`src/rtl/pc_sequencer.sv`:
```
// Program-counter sequencer: reset/trap/stall/branch/return/jump/sequential next-PC selection.
// Define PC_SEQUENCER_RAS_EN to compile in the return-address stack (Call pushes, Ret pops).
module pc_sequencer #(
    parameter int unsigned      WIDTH        = 32,
    parameter logic [WIDTH-1:0] RESET_VECTOR = '0,
    parameter logic [WIDTH-1:0] TRAP_VECTOR  = WIDTH'('h80),
    parameter int unsigned      STEP         = 4,
    parameter int unsigned      RAS_DEPTH    = 4
) (
    input  logic             Clk,
    input  logic             R,
    input  logic             Stall,
    input  logic             Trap,
    input  logic             BrTaken,
    input  logic [WIDTH-1:0] BrTarget,
    input  logic             Jump,
    input  logic [WIDTH-1:0] JumpTarget,
    input  logic             Call,
    input  logic             Ret,
    output logic [WIDTH-1:0] PC,
    output logic [WIDTH-1:0] PCPlus,
    output logic             MisalignErr,
    output logic             RasEmpty,
    output logic             RasUnderflow
);

    localparam logic [WIDTH-1:0] STEP_W     = WIDTH'(STEP);
    localparam logic [WIDTH-1:0] ALIGN_MASK = WIDTH'(STEP - 1);

    logic [WIDTH-1:0] pc_q, pc_d;
    logic [WIDTH-1:0] pc_plus;
    logic             misalign_q, misalign_d;

    // Wraps modulo 2^WIDTH by construction.
    assign pc_plus = pc_q + STEP_W;

    function automatic logic misaligned(input logic [WIDTH-1:0] target);
        return |(target & ALIGN_MASK);
    endfunction

`ifdef PC_SEQUENCER_RAS_EN
    localparam int unsigned      PTR_W    = (RAS_DEPTH > 1) ? $clog2(RAS_DEPTH) : 1;
    localparam int unsigned      CNT_W    = PTR_W + 1;
    localparam logic [CNT_W-1:0] FULL_CNT = CNT_W'(RAS_DEPTH);

    logic [WIDTH-1:0] ras_q [RAS_DEPTH];
    logic [PTR_W-1:0] top_q, top_d;
    logic [CNT_W-1:0] cnt_q, cnt_d;
    logic             empty_q;
    logic             underflow_q, underflow_d;
    logic             push, pop, replace;
    logic             ras_we;
    logic [PTR_W-1:0] ras_waddr;
`endif

    // NOTE: every variable driven here gets a default first, so no path can infer a latch.
    always_comb begin
        pc_d       = pc_plus;
        misalign_d = 1'b0;
`ifdef PC_SEQUENCER_RAS_EN
        underflow_d = 1'b0;
        push        = 1'b0;
        pop         = 1'b0;
        replace     = 1'b0;
`endif
        if (Trap) begin
            pc_d = TRAP_VECTOR;
        end else if (Stall) begin
            pc_d = pc_q;
        end else if (BrTaken) begin
            if (misaligned(BrTarget)) begin
                pc_d       = TRAP_VECTOR;
                misalign_d = 1'b1;
            end else begin
                pc_d = BrTarget;
            end
        end
`ifdef PC_SEQUENCER_RAS_EN
        else if (Ret) begin
            // Return addresses are trusted: no alignment check on the popped value.
            if (cnt_q != '0) begin
                pc_d    = ras_q[top_q];
                replace = Jump && Call;
                pop     = !(Jump && Call);
            end else begin
                underflow_d = 1'b1;
            end
        end
`endif
        else if (Jump) begin
            if (misaligned(JumpTarget)) begin
                pc_d       = TRAP_VECTOR;
                misalign_d = 1'b1;
            end else begin
                pc_d = JumpTarget;
            end
`ifdef PC_SEQUENCER_RAS_EN
            push = Call;
`endif
        end
    end

    // NOTE: sequential state uses non-blocking assignments so all flops update together.
    always_ff @(posedge Clk) begin
        if (R) begin
            pc_q       <= RESET_VECTOR;
            misalign_q <= 1'b0;
        end else begin
            pc_q       <= pc_d;
            misalign_q <= misalign_d;
        end
    end

`ifdef PC_SEQUENCER_RAS_EN
    // Circular stack: when full, the slot after top holds the oldest entry and is overwritten.
    always_comb begin
        top_d     = top_q;
        cnt_d     = cnt_q;
        ras_we    = 1'b0;
        ras_waddr = top_q;
        if (push) begin
            top_d     = top_q + PTR_W'(1);
            ras_waddr = top_q + PTR_W'(1);
            ras_we    = 1'b1;
            if (cnt_q != FULL_CNT) begin
                cnt_d = cnt_q + CNT_W'(1);
            end
        end else if (pop) begin
            top_d = top_q - PTR_W'(1);
            cnt_d = cnt_q - CNT_W'(1);
        end else if (replace) begin
            ras_we = 1'b1;
        end
    end

    always_ff @(posedge Clk) begin
        if (R) begin
            top_q       <= '0;
            cnt_q       <= '0;
            empty_q     <= 1'b1;
            underflow_q <= 1'b0;
        end else begin
            top_q       <= top_d;
            cnt_q       <= cnt_d;
            empty_q     <= (cnt_d == '0);
            underflow_q <= underflow_d;
        end
    end

    // NOTE: entry storage has no reset; cnt_q alone decides which entries are valid.
    always_ff @(posedge Clk) begin
        if (ras_we && !R) begin
            ras_q[ras_waddr] <= pc_plus;
        end
    end

    assign RasEmpty     = empty_q;
    assign RasUnderflow = underflow_q;
`else
    localparam int unsigned unused_ras_depth = RAS_DEPTH;
    logic unused_ras;
    assign unused_ras   = Call ^ Ret;
    assign RasEmpty     = 1'b1;
    assign RasUnderflow = 1'b0;
`endif

    assign PC          = pc_q;
    assign PCPlus      = pc_plus;
    assign MisalignErr = misalign_q;

endmodule

```
`config.mk`:
```
export PLATFORM = sky130hd
export DESIGN_NAME = pc_sequencer
export DESIGN_NICKNAME = d
export VERILOG_FILES = /design/src/rtl/pc_sequencer.sv
export SDC_FILE = /design/constraint.sdc
export NUM_CORES = 1
export LEC_CHECK = 0
export BUFFER_PORTS_ARGS = -buffer_cell sky130_fd_sc_hd__buf_2
export CORE_ASPECT_RATIO = 2
export CORE_MARGIN = 4
export CORE_UTILIZATION = 50
export CTS_BUF_LIST = sky130_fd_sc_hd__clkbuf_4 sky130_fd_sc_hd__clkbuf_8
export DETAILED_ROUTE_END_ITERATION = 8
export GPL_TIMING_DRIVEN = 0
export PLACE_DENSITY = 0.86
export SLEW_MARGIN = 40
export SYNTH_ARGS = -nofsm -noshare
export SYNTH_HDL_FRONTEND = slang
export SYNTH_SLANG_ARGS = --single-unit
```
`constraint.sdc`:
```
create_clock -name Clk -period 4.45 [get_ports Clk]
set_input_delay 0.445 -clock Clk [delete_from_list [all_inputs] [get_ports Clk]]
set_output_delay 0.445 -clock Clk [all_outputs]
set_load 0.05 [all_outputs]
```
# After elaboration in Yosys (flattened, before gate mapping)

Index checks and enable logic that the tools add are counted.

Reductions and logical operators: 4
$add $sub $neg: 1
Mux-type cells: 10
Equality and inequality tests: 1

Operators by type and width:

| kind                    | count |
|---|---|
| $mux W32                | 4 |
| $add A32 B3 Y32 const B | 1 |
| $mux W8                 | 2 |
| $reduce_or A2 Y1        | 3 |
| $mux W1                 | 4 |
| $reduce_or A3 Y1        | 1 |
| $ne A2 B1 Y1 const B    | 1 |

Output and inout port bits: 67
Register bits: 33

# Depth between registers and ports, before layout

Gate-level depths: netlist of the first run.

Word-level depth: 6
Depth in mapped cells: 6
Depth with buffers taken out: 6

# Worst setup path after synthesis of the first run

OpenSTA, ideal clock, no wires.

Path type: flip-flop to output port
Start point: register pc_q[2] (netlist: PC[2])
End point: output PCPlus[22]
Data required time: 4.005 ns
Cell stages (with the launch flop): 6
Path slack: 1.366 ns
Buffers on the path: 0
Arrival time: 2.639 ns
Cell sequence: dfxtp_1 > ha_1 > nand3_2 > nor3_4 > nand3_1 > xnor2_1

Word-level cells in the longest chain between the ends: 1

Ends and longest elaborated chain:

| element                | RTL line | RTL |
|---|---|---|
| from (decl)            | 30       | `logic [WIDTH-1:0] pc_q, pc_d;` |
| from (signal assigned) | 109      | `pc_q <= pc_d;` |
| $add A32 B3 Y32        | 35       | `assign pc_plus = pc_q + STEP_W;` |
| to (decl)              | 21       | `output logic [WIDTH-1:0] PCPlus,` |

No other way between the ends.

# Final worst setup path of the first run

Same ends and word-level chain as after synthesis.

==> impl_metrics.yaml, run 1 <==
route:
  antenna_left: 0
  viasPerCell: 6.033
  drt_iter0_markers: 235
  drc_errors: 0
  vias: 3101
  dr.pass1.iters: 5
  wl_per_cell_um: 18.78
  routed_wl_mm: 9.654
worst_setup_path:
  crit_type: "reg -> out"
  arrival_ps: 2530
  worstPathRequired_ps: 4010
  end_kind: "output pin"
  start_kind: "flip-flop"
  rrSetupSlack_ps: 2310
  crit_fanout: 9
global_route:
  grt_max_degree: 11
  antenna_found_initial: 0
  grt_use_met2_pct: 55.02
  met3_usage_pct: 5.974
  grt_pass1_wl_mm: 15.02
  grt_use_total_pct: 30.83
  grt_pass1_vias: 3178
  overflow: 0
  met1_usage_pct: 31.47
  busiest_layer: "met2"
sta:
  relSlewSlack_pct: 55.66
  tightestPinTransition_ps: 665.1
  slew_viol_final: 0
  rsz0062_at_grt: "no"
  finalSetupTns_ps: 0
  max_freq_mhz: 335.7
  whs_ps: 353.5
  hold_viol: 0
  clock_skew_ps: 5.595
  min_period_over_period_pct: 66.94
  setup_viol_count_final: 0
  period_needed_ps: 2979
final_layout:
  syn_to_final_growth_pct: 32.29
  final_cells: 514
  final_cell_area_sq_um: 3322
  antennaDiodeCount: 0
  drive_gt1_share_pct: 35.67
  fillCellCount: 454
  nNetsFinal: 531
logic_synthesis:
  synth_async_sr_flop_share_pct: 0
  synth_edf_count: 0
  synth.most_common_cell: "dfxtp_1"
  yosysSeqAreaShare_pct: 26.31
  synth_common_cells: "dfxtp_1, o21ai_0, nor2_1, a21oi_1, xnor2_1"
  synth-main-ff-cell: "dfxtp_1"
  yosysUniqueCellTypes: 54
  synthCells: 318
  syn-cell-area_sq_um: 2511
  ys_warn_count: 0
  synth_seq_cells: 33
  yosysTopAreaCell: "dfxtp_1"
  synth_top_area_share_pct: 26.31
  synth_fp_nets: 391
  ys_top_cells_by_area: "dfxtp_1, xnor2_1, a221oi_1"
  synth_area_per_cell_sq_um: 7.897
cts:
  h-tree-depth: 2
  clock_path_buffers: 2
  clk_latency_ps: 290
  post_cts_buffers: 0
  clock_sinks: 33
  cts_resized: 0
  hold_buffers: 0
  cts-root-buf: "clkbuf_8"
  cts_tree: "built"
  cts_inserted_buffers: 5
  clk_pin_slew_ps: 70
pwr:
  p_leak_nw: 1.637
  p_sw_w: 0.0002730
  power_w: 0.0007481
  power.share.clock_pct: 28.9
  p_sw_share_pct: 36.49
  comb_power_share_pct: 28.4
  seqPwrFrac_pct: 42.7
  ir_drop_v: 0.0001990
  powerDensity_nw_per_um2: 225.2
  p_int_w: 0.0004751
place:
  gp_congestion: 0.9202
  portBuffers: 133
  dpl_cell_area_sq_um: 3248
  placedCellCount: 508
  dp_hpwl_mm: 7.383
floorplan:
  start_util_pct: 51.62
  core_area_sq_um: 4865
  die_y_um: 108.2
  die-area_sq_um: 6289
  die_x_um: 58.11
  rows: 36
  io_pins: 139
outcome:
  status: "finished, final reports clean"
hold_path:
  hold_path.class: "in -> reg"
job:
  drv_cap: 0
==> layout make-up <==
class / count / area (sq um) / share of cell area [%]
multi-input combinational: 245 / 1659 / 49.94
timing repair buffer: 133 / 665.6 / 20.04
sequential: 33 / 660.6 / 19.89
buffer: 27 / 142.6 / 4.294
tap: 57 / 71.32 / 2.147
clock buffer: 5 / 68.82 / 2.072
inverter: 13 / 48.80 / 1.469
clock inverter: 1 / 5.005 / 0.1507
==> power groups by stage <==
| stage | clock, W | sequential (W) | combinational (W) |
|---|---|---|---|
| 2_1_floorplan | 0 | 0.000355 | 0.000106 |
| 3_3_place_gp | 0 | 0.000325 | 0.000206 |
| 4_1_cts | 0.000213 | 0.000319 | 0.000211 |
| 6_report | 0.000216 | 0.000319 | 0.000212 |
| 3_5_place_dp | 0 | 0.000325 | 0.000210 |
| 5_1_grt | 0.000224 | 0.000321 | 0.000225 |
==> worst paths after layout <==
check             startpoint          to  cells after the start
setup / recovery       PC[2]  PCPlus[22]                      6
hold / removal             R       PC[7]                      2
setup reg to reg       PC[2]      PC[26]                      6
hold reg to reg        PC[0]       PC[0]                      1
==> critical path: stages, from the launching register on <==
cell	delay (ps)
dfxtp_1	440
ha_1	280
nand3_2	280
nor3_4	490
nand3_1	210
xnor2_1	230
buf_2	300
==> per-layer routing <==
layer / share of wire [%] / up-vias / routed length (um)
li1: - / 1470 / -
met4: 4.2 / 0 / 404
met3: 7.6 / 37 / 734
met1: 33 / 1424 / 3214
met5: 0 / - / 0
met2: 55 / 170 / 5302
==> cells by family after synthesis <==
family | Yosys count | share of synthesized area (%)
adder cells (fa/ha/maj) | 1 | 0.4982
buffers and inverters | 40 | 7.623
multiplexers | 5 | 1.993
flip-flops | 33 | 26.31
other | 2 | 0.2991
AND/OR/NAND/NOR | 102 | 24.27
AO/OA/AOI/OAI | 107 | 29.25
XOR/XNOR | 28 | 9.766
==> state kept, by name, indices dropped and copies added, names as in the netlist <==
| signal | flops |
|---|---|
| PC | 32 |
| MisalignErr | 1 |
==> cell usage in the layout, fill, tap and decap left out, drive strengths merged, types with 3 or more instances in the layout <==
cell	netlist	routed
buf	11	144
dfxtp	33	33
o21ai	27	27
nor2	25	25
xnor2	24	24
a21oi	24	24
nand2	21	21
clkbuf	16	21
a221oi	20	20
inv	13	13
nor3	12	12
nand4	11	11
nand3	10	10
a221o	8	8
a211oi	5	5
a22oi	5	5
mux2i	5	5
and3	5	5
xor2	4	4
and2	3	3
o22ai	3	3
==> metrics by stage <==
step	worst slack (ps)	utilization, %
after detailed placement	1846	66.77
after floorplan	1366	-
after CTS	1541	68.29
after global routing	1326	68.29
after global placement	1899	66.77
final	1471	68.29
Power figures use the tool's default switching activity.
==> inputs of run 2 (changes only) <==
--- a/config.mk
+++ b/config.mk
@@ -8,11 +8,11 @@
 export BUFFER_PORTS_ARGS = -buffer_cell sky130_fd_sc_hd__buf_2
 export CORE_ASPECT_RATIO = 2
 export CORE_MARGIN = 4
-export CORE_UTILIZATION = 50
+export CORE_UTILIZATION = 46
 export CTS_BUF_LIST = sky130_fd_sc_hd__clkbuf_4 sky130_fd_sc_hd__clkbuf_8
 export DETAILED_ROUTE_END_ITERATION = 8
 export GPL_TIMING_DRIVEN = 0
-export PLACE_DENSITY = 0.86
+export PLACE_DENSITY = 0.8
 export SLEW_MARGIN = 40
 export SYNTH_ARGS = -nofsm -noshare
 export SYNTH_HDL_FRONTEND = slang
==> constraint.sdc (replaced) <==
create_clock -name Clk -period 3.1 [get_ports Clk]
set_input_delay 0.31 -clock Clk [delete_from_list [all_inputs] [get_ports Clk]]
set_output_delay 0.31 -clock Clk [all_outputs]
set_load 0.05 [all_outputs]
==> impl_metrics.yaml, run 2 (synthesis gave the netlist of run 1 again) <==
route:
  viasPerCell: 6.143
  vias: 3170
  drc_errors: 0
  antenna_left: 0
  drt_iter0_markers: 210
  wl_per_cell_um: 18.81
  routed_wl_mm: 9.706
  dr.pass1.iters: 5
place:
  gp_congestion: 0.8944
  dp_hpwl_mm: 7.453
  portBuffers: 133
  dpl_cell_area_sq_um: 3249
  dp_slack_ps: 646.6
global_route:
  grt_max_degree: 11
  antenna_found_initial: 0
  overflow: 0
  grt_use_total_pct: 28.95
  grt_pass1_wl_mm: 15.08
  grt_pass1_vias: 3156
worst_setup_path:
  crit_chain: "ha_1 > nand3_2 > nor3_4 > nand3_1 > xnor2_1 > buf_2"
  reg2reg_to: "PC[26]"
  cpLargestDelayFamily: "simple AND/OR/NAND/NOR gates"
  arrival_ps: 2470
  crit_path_top_delay_cell: "nor3_4"
  end_kind: "output pin"
  start_kind: "flip-flop"
  rrSetupSlack_ps: 950
  r2r_start: "PC[2]"
  cpPeakStageDelay_ps: 490
  crit_fanout: 9
  worstPathRequired_ps: 2790
  crit_type: "reg -> out"
  critPathBufInv: 1
  r2r_cells: 6
cts:
  cts_inserted_buffers: 5
  cts_tree: "built"
  post_cts_buffers: 0
  cts-root-buf: "clkbuf_8"
  clock_sinks: 33
  clk_pin_slew_ps: 70
  clk_latency_ps: 290
  h-tree-depth: 2
  cts_resized: 0
  clock_path_buffers: 2
  hold_buffers: 0
floorplan:
  start_util_pct: 48.00
  core_area_sq_um: 5231
  die-area_sq_um: 6777
  die_x_um: 60.25
  rows: 37
  die_y_um: 112.5
  io_pins: 139
sta:
  setup_viol_count_final: 0
  rsz0062_at_grt: "no"
  period_needed_ps: 2778
  relSlewSlack_pct: 54.96
  tightestPinTransition_ps: 673.1
  fin_ws_ps: 321.6
  slew_viol_final: 0
  hold_viol: 0
  finalSetupTns_ps: 0
  whs_ps: 203.7
  clock_skew_ps: 7.550
  max_freq_mhz: 359.9
  min_period_over_period_pct: 89.63
hold_path:
  holdPathEnd: "PC[7]"
  hold_path.class: "in -> reg"
  hold_depth: 2
  min_from: "R"
final_layout:
  final_cell_mix: "buf_2, dfxtp_1, o21ai_0, nor2_1"
  drive_gt1_share_pct: 35.81
  antennaDiodeCount: 0
  syn_to_final_growth_pct: 32.98
  layout_commonest_cell: "buf_2"
  final_util_pct: 63.84
  nNetsFinal: 531
  largest_register_ffs: 32
  final_cell_area_sq_um: 3339
pwr:
  p_leak_nw: 1.645
  comb_power_share_pct: 27.4
  p_sw_share_pct: 35.43
  p_int_w: 0.0007194
  power.share.clock_pct: 31.5
  ir_drop_v: 0.0003067
  powerDensity_nw_per_um2: 333.7
  seqPwrFrac_pct: 41.1
  p_sw_w: 0.0003948
job:
  drv_cap: 0
outcome:
  status: "finished, final reports clean"
run 2: cell types whose count changed in the layout (fill, tap and decap cells not counted), sizes merged:
cell,change
clkbuf,+2
clkinv,-1
run 2: layout make-up:
type | count | area (sq um)
fill | 489 | 1892
multi-input combinational | 245 | 1659
timing repair buffer | 133 | 665.6
sequential | 33 | 660.6
buffer | 27 | 142.6
clock buffer | 7 | 90.09
tap | 58 | 72.57
inverter | 13 | 48.80
run 2: worst max path at each step:
stage | startpoint | end | depth (start not counted)
floorplan | PC[2] | PCPlus[22] | 5
finish | PC[2] | PCPlus[28] | 6
detailed placement | PC[2] | PCPlus[26] | 6
global route | PC[2] | PCPlus[16] | 6
global placement | PC[2] | PCPlus[26] | 6
CTS | PC[2] | PCPlus[26] | 6
run 2: worst reg2reg max path, stage by stage (launching register included):
cell and delay, ps:
dfxtp_1 450, ha_1 280, nand3_2 290, nor3_4 490
nand3_1 220, mux2i_1 200, o22ai_1 100
run 2: layer usage:
metal | track usage (%) | routed length, um | up-vias
li1 | - | - | 1474
met1 | 29.45 | 3105 | 1486
met4 | 16.42 | 370 | 0
met2 | 51.95 | 5420 | 177
met3 | 5.178 | 810 | 33
met5 | 0 | 0 | -
run 2: power groups by stage:
| stage | Clock [W] | Sequential, W | Combinational (W) |
|---|---|---|---|
| after detailed placement | 0 | 0.000467 | 0.000302 |
| after global placement | 0 | 0.000466 | 0.000297 |
| after global routing | 0.000367 | 0.000460 | 0.000325 |
| after CTS | 0.000351 | 0.000457 | 0.000303 |
| after floorplan | 0 | 0.000509 | 0.000152 |
| final | 0.000351 | 0.000458 | 0.000305 |
run 2: per-stage QoR:
step           cells  power (W)
2_1_floorplan    318  0.0006609
6_report         516   0.001114
3_5_place_dp     509  0.0007687
5_1_grt          516   0.001152
3_3_place_gp     509  0.0007634
4_1_cts          516   0.001111
==> inputs of run 3 (changes only) <==
--- a/config.mk
+++ b/config.mk
@@ -8,11 +8,11 @@
 export BUFFER_PORTS_ARGS = -buffer_cell sky130_fd_sc_hd__buf_2
 export CORE_ASPECT_RATIO = 2
 export CORE_MARGIN = 4
-export CORE_UTILIZATION = 46
+export CORE_UTILIZATION = 42
 export CTS_BUF_LIST = sky130_fd_sc_hd__clkbuf_4 sky130_fd_sc_hd__clkbuf_8
 export DETAILED_ROUTE_END_ITERATION = 8
 export GPL_TIMING_DRIVEN = 0
-export PLACE_DENSITY = 0.8
+export PLACE_DENSITY = 0.76
 export SLEW_MARGIN = 40
 export SYNTH_ARGS = -nofsm -noshare
 export SYNTH_HDL_FRONTEND = slang
==> constraint.sdc (replaced) <==
create_clock -name Clk -period 2.26 [get_ports Clk]
set_input_delay 0.226 -clock Clk [delete_from_list [all_inputs] [get_ports Clk]]
set_output_delay 0.226 -clock Clk [all_outputs]
set_load 0.05 [all_outputs]
==> impl_metrics.yaml, run 3 (synthesis gave the netlist of run 1 again) <==
route:
  antenna_left: 0
  dr.pass1.iters: 4
  drc_errors: 0
  wl_per_cell_um: 19.34
  vias: 3351
  drt_iter0_markers: 217
  routed_wl_mm: 10.68
  viasPerCell: 6.071
worst_setup_path:
  reg2reg_to: "PC[30]"
  cp_common_cell: "buf_6"
  crit_type: "reg -> out"
  crit_path_top_delay_cell: "nor4_4"
  start_kind: "flip-flop"
  end_kind: "output pin"
  r2r_start: "PC[6]"
  crit_path_end: "PCPlus[30]"
  crit_chain: "buf_8 > nand4_4 > buf_6 > nor4_4 > buf_4 > nand3_4 > xnor2_4 > buf_6"
  crit_start: "PC[6]"
  r2r_cells: 9
  cpPeakStageDelay_ps: 380
  arrival_ps: 2110
  crit_fanout: 4
  rrSetupSlack_ps: 280
  worstPathRequired_ps: 2030
cts:
  hold_buffers: 0
  cts-root-buf: "clkbuf_8"
  h-tree-depth: 2
  clock_path_buffers: 2
  cts_tree: "built"
  clock_sinks: 33
  clk_pin_slew_ps: 70
  cts_inserted_buffers: 5
  clk_latency_ps: 290
pwr:
  p_leak_nw: 2.029
  powerDensity_nw_per_um2: 394.9
  comb_power_share_pct: 28.1
  p_sw_share_pct: 35.42
  p_int_w: 0.001029
  seqPwrFrac_pct: 39.8
  ir_drop_v: 0.0004416
  power_w: 0.001594
  power.share.clock_pct: 32.1
  p_sw_w: 0.0005645
sta:
  max_freq_mhz: 427.5
  clock_skew_ps: 10.74
  setup_viol_count_final: 2
  finalSetupTns_ps: -149.7
  period_needed_ps: 2339
  rsz0062_at_grt: "yes"
  relSlewSlack_pct: 51.04
  min_period_over_period_pct: 103.5
  hold_viol: 0
  slew_viol_final: 0
  fin_ws_ps: -79.18
  whs_ps: 102.8
  tightestPinTransition_ps: 734.4
global_route:
  grt_pass1_vias: 3346
  grt_use_total_pct: 28.14
  antenna_found_initial: 0
  grt_max_degree: 11
  overflow: 0
  grt_pass1_wl_mm: 16.53
floorplan:
  die_y_um: 117.4
  rows: 39
  start_util_pct: 43.61
  die_x_um: 62.68
  die-area_sq_um: 7355
  core_area_sq_um: 5758
  io_pins: 139
hold_path:
  min_from: "R"
  hold_path.class: "in -> reg"
final_layout:
  drive_gt1_share_pct: 49.90
  fillCellCount: 484
  nNetsFinal: 563
  syn_to_final_growth_pct: 60.74
  largest_register_ffs: 32
  antennaDiodeCount: 0
  final_cell_mix: "buf_2, buf_4, o21ai_0, nor2_1, a21oi_1"
  final_cells: 552
  layout_commonest_cell: "buf_2"
  final_cell_area_sq_um: 4036
job:
  drv_cap: 0
place:
  placedCellCount: 512
  dp_hpwl_mm: 7.734
  portBuffers: 133
  gp_congestion: 0.9168
  dpl_cell_area_sq_um: 3511
outcome:
  status: "finished with violations"
  violations: "negative setup slack"
run 3: per-layer routing:
metal	global-route usage, %	vias to the layer above	wire length (um)
met1	28.66	1577	3600
met2	52.58	204	5926
met5	0	-	0
li1	-	1536	-
met3	4.589	34	772
met4	15.77	0	377
run 3: worst min path at each step:
stage | endpoint | slack, ps | depth (start not counted)
after floorplan | PC[7] | 290 | 1
after global placement | PC[7] | 400 | 2
after detailed placement | PC[7] | 410 | 2
after CTS | PC[7] | 100 | 2
after global routing | PC[7] | 100 | 2
final | PC[7] | 100 | 2
run 3: critical path, delay by kind of cell (launching register included):
family	cells	cell delay [ps]
buffers and inverters	4	660
XOR/XNOR	1	190
AND/OR/NAND/NOR	3	620
flip-flops	1	350
run 3: area by class of cell:
cell class	instances	area (sq um)	area share, %
buffer	27	147.6	3.658
clock buffer	7	96.34	2.387
clock inverter	1	5.005	0.1240
inverter	13	48.80	1.209
multi-input combinational	245	1976	48.95
sequential	33	698.2	17.30
tap	61	76.32	1.891
timing repair buffer	165	988.4	24.49
run 3: what timing repair did:
item,CTS,global route
resized for setup,27,19
gates cloned,0,0
buffers inserted,18,14
pin swaps,10,13
endpoints found under the setup margin,20,14
run 3: per-stage QoR:
stage	util [%]	worst slack (ps)
after floorplan	-	-1.317
after global placement	60.97	-138.8
after detailed placement	60.97	-225.4
after CTS	66.91	-6.981
after global routing	70.10	-98.70
final	70.10	-79.18
run 3: power groups by stage:
stage	combinational [W]	sequential [W]	clock [W]
final	0.000449	0.000634	0.000511
after global routing	0.000475	0.000637	0.000545
after CTS	0.000436	0.000637	0.000510
after detailed placement	0.000427	0.000650	0
after global placement	0.000422	0.000649	0
after floorplan	0.000220	0.000707	0
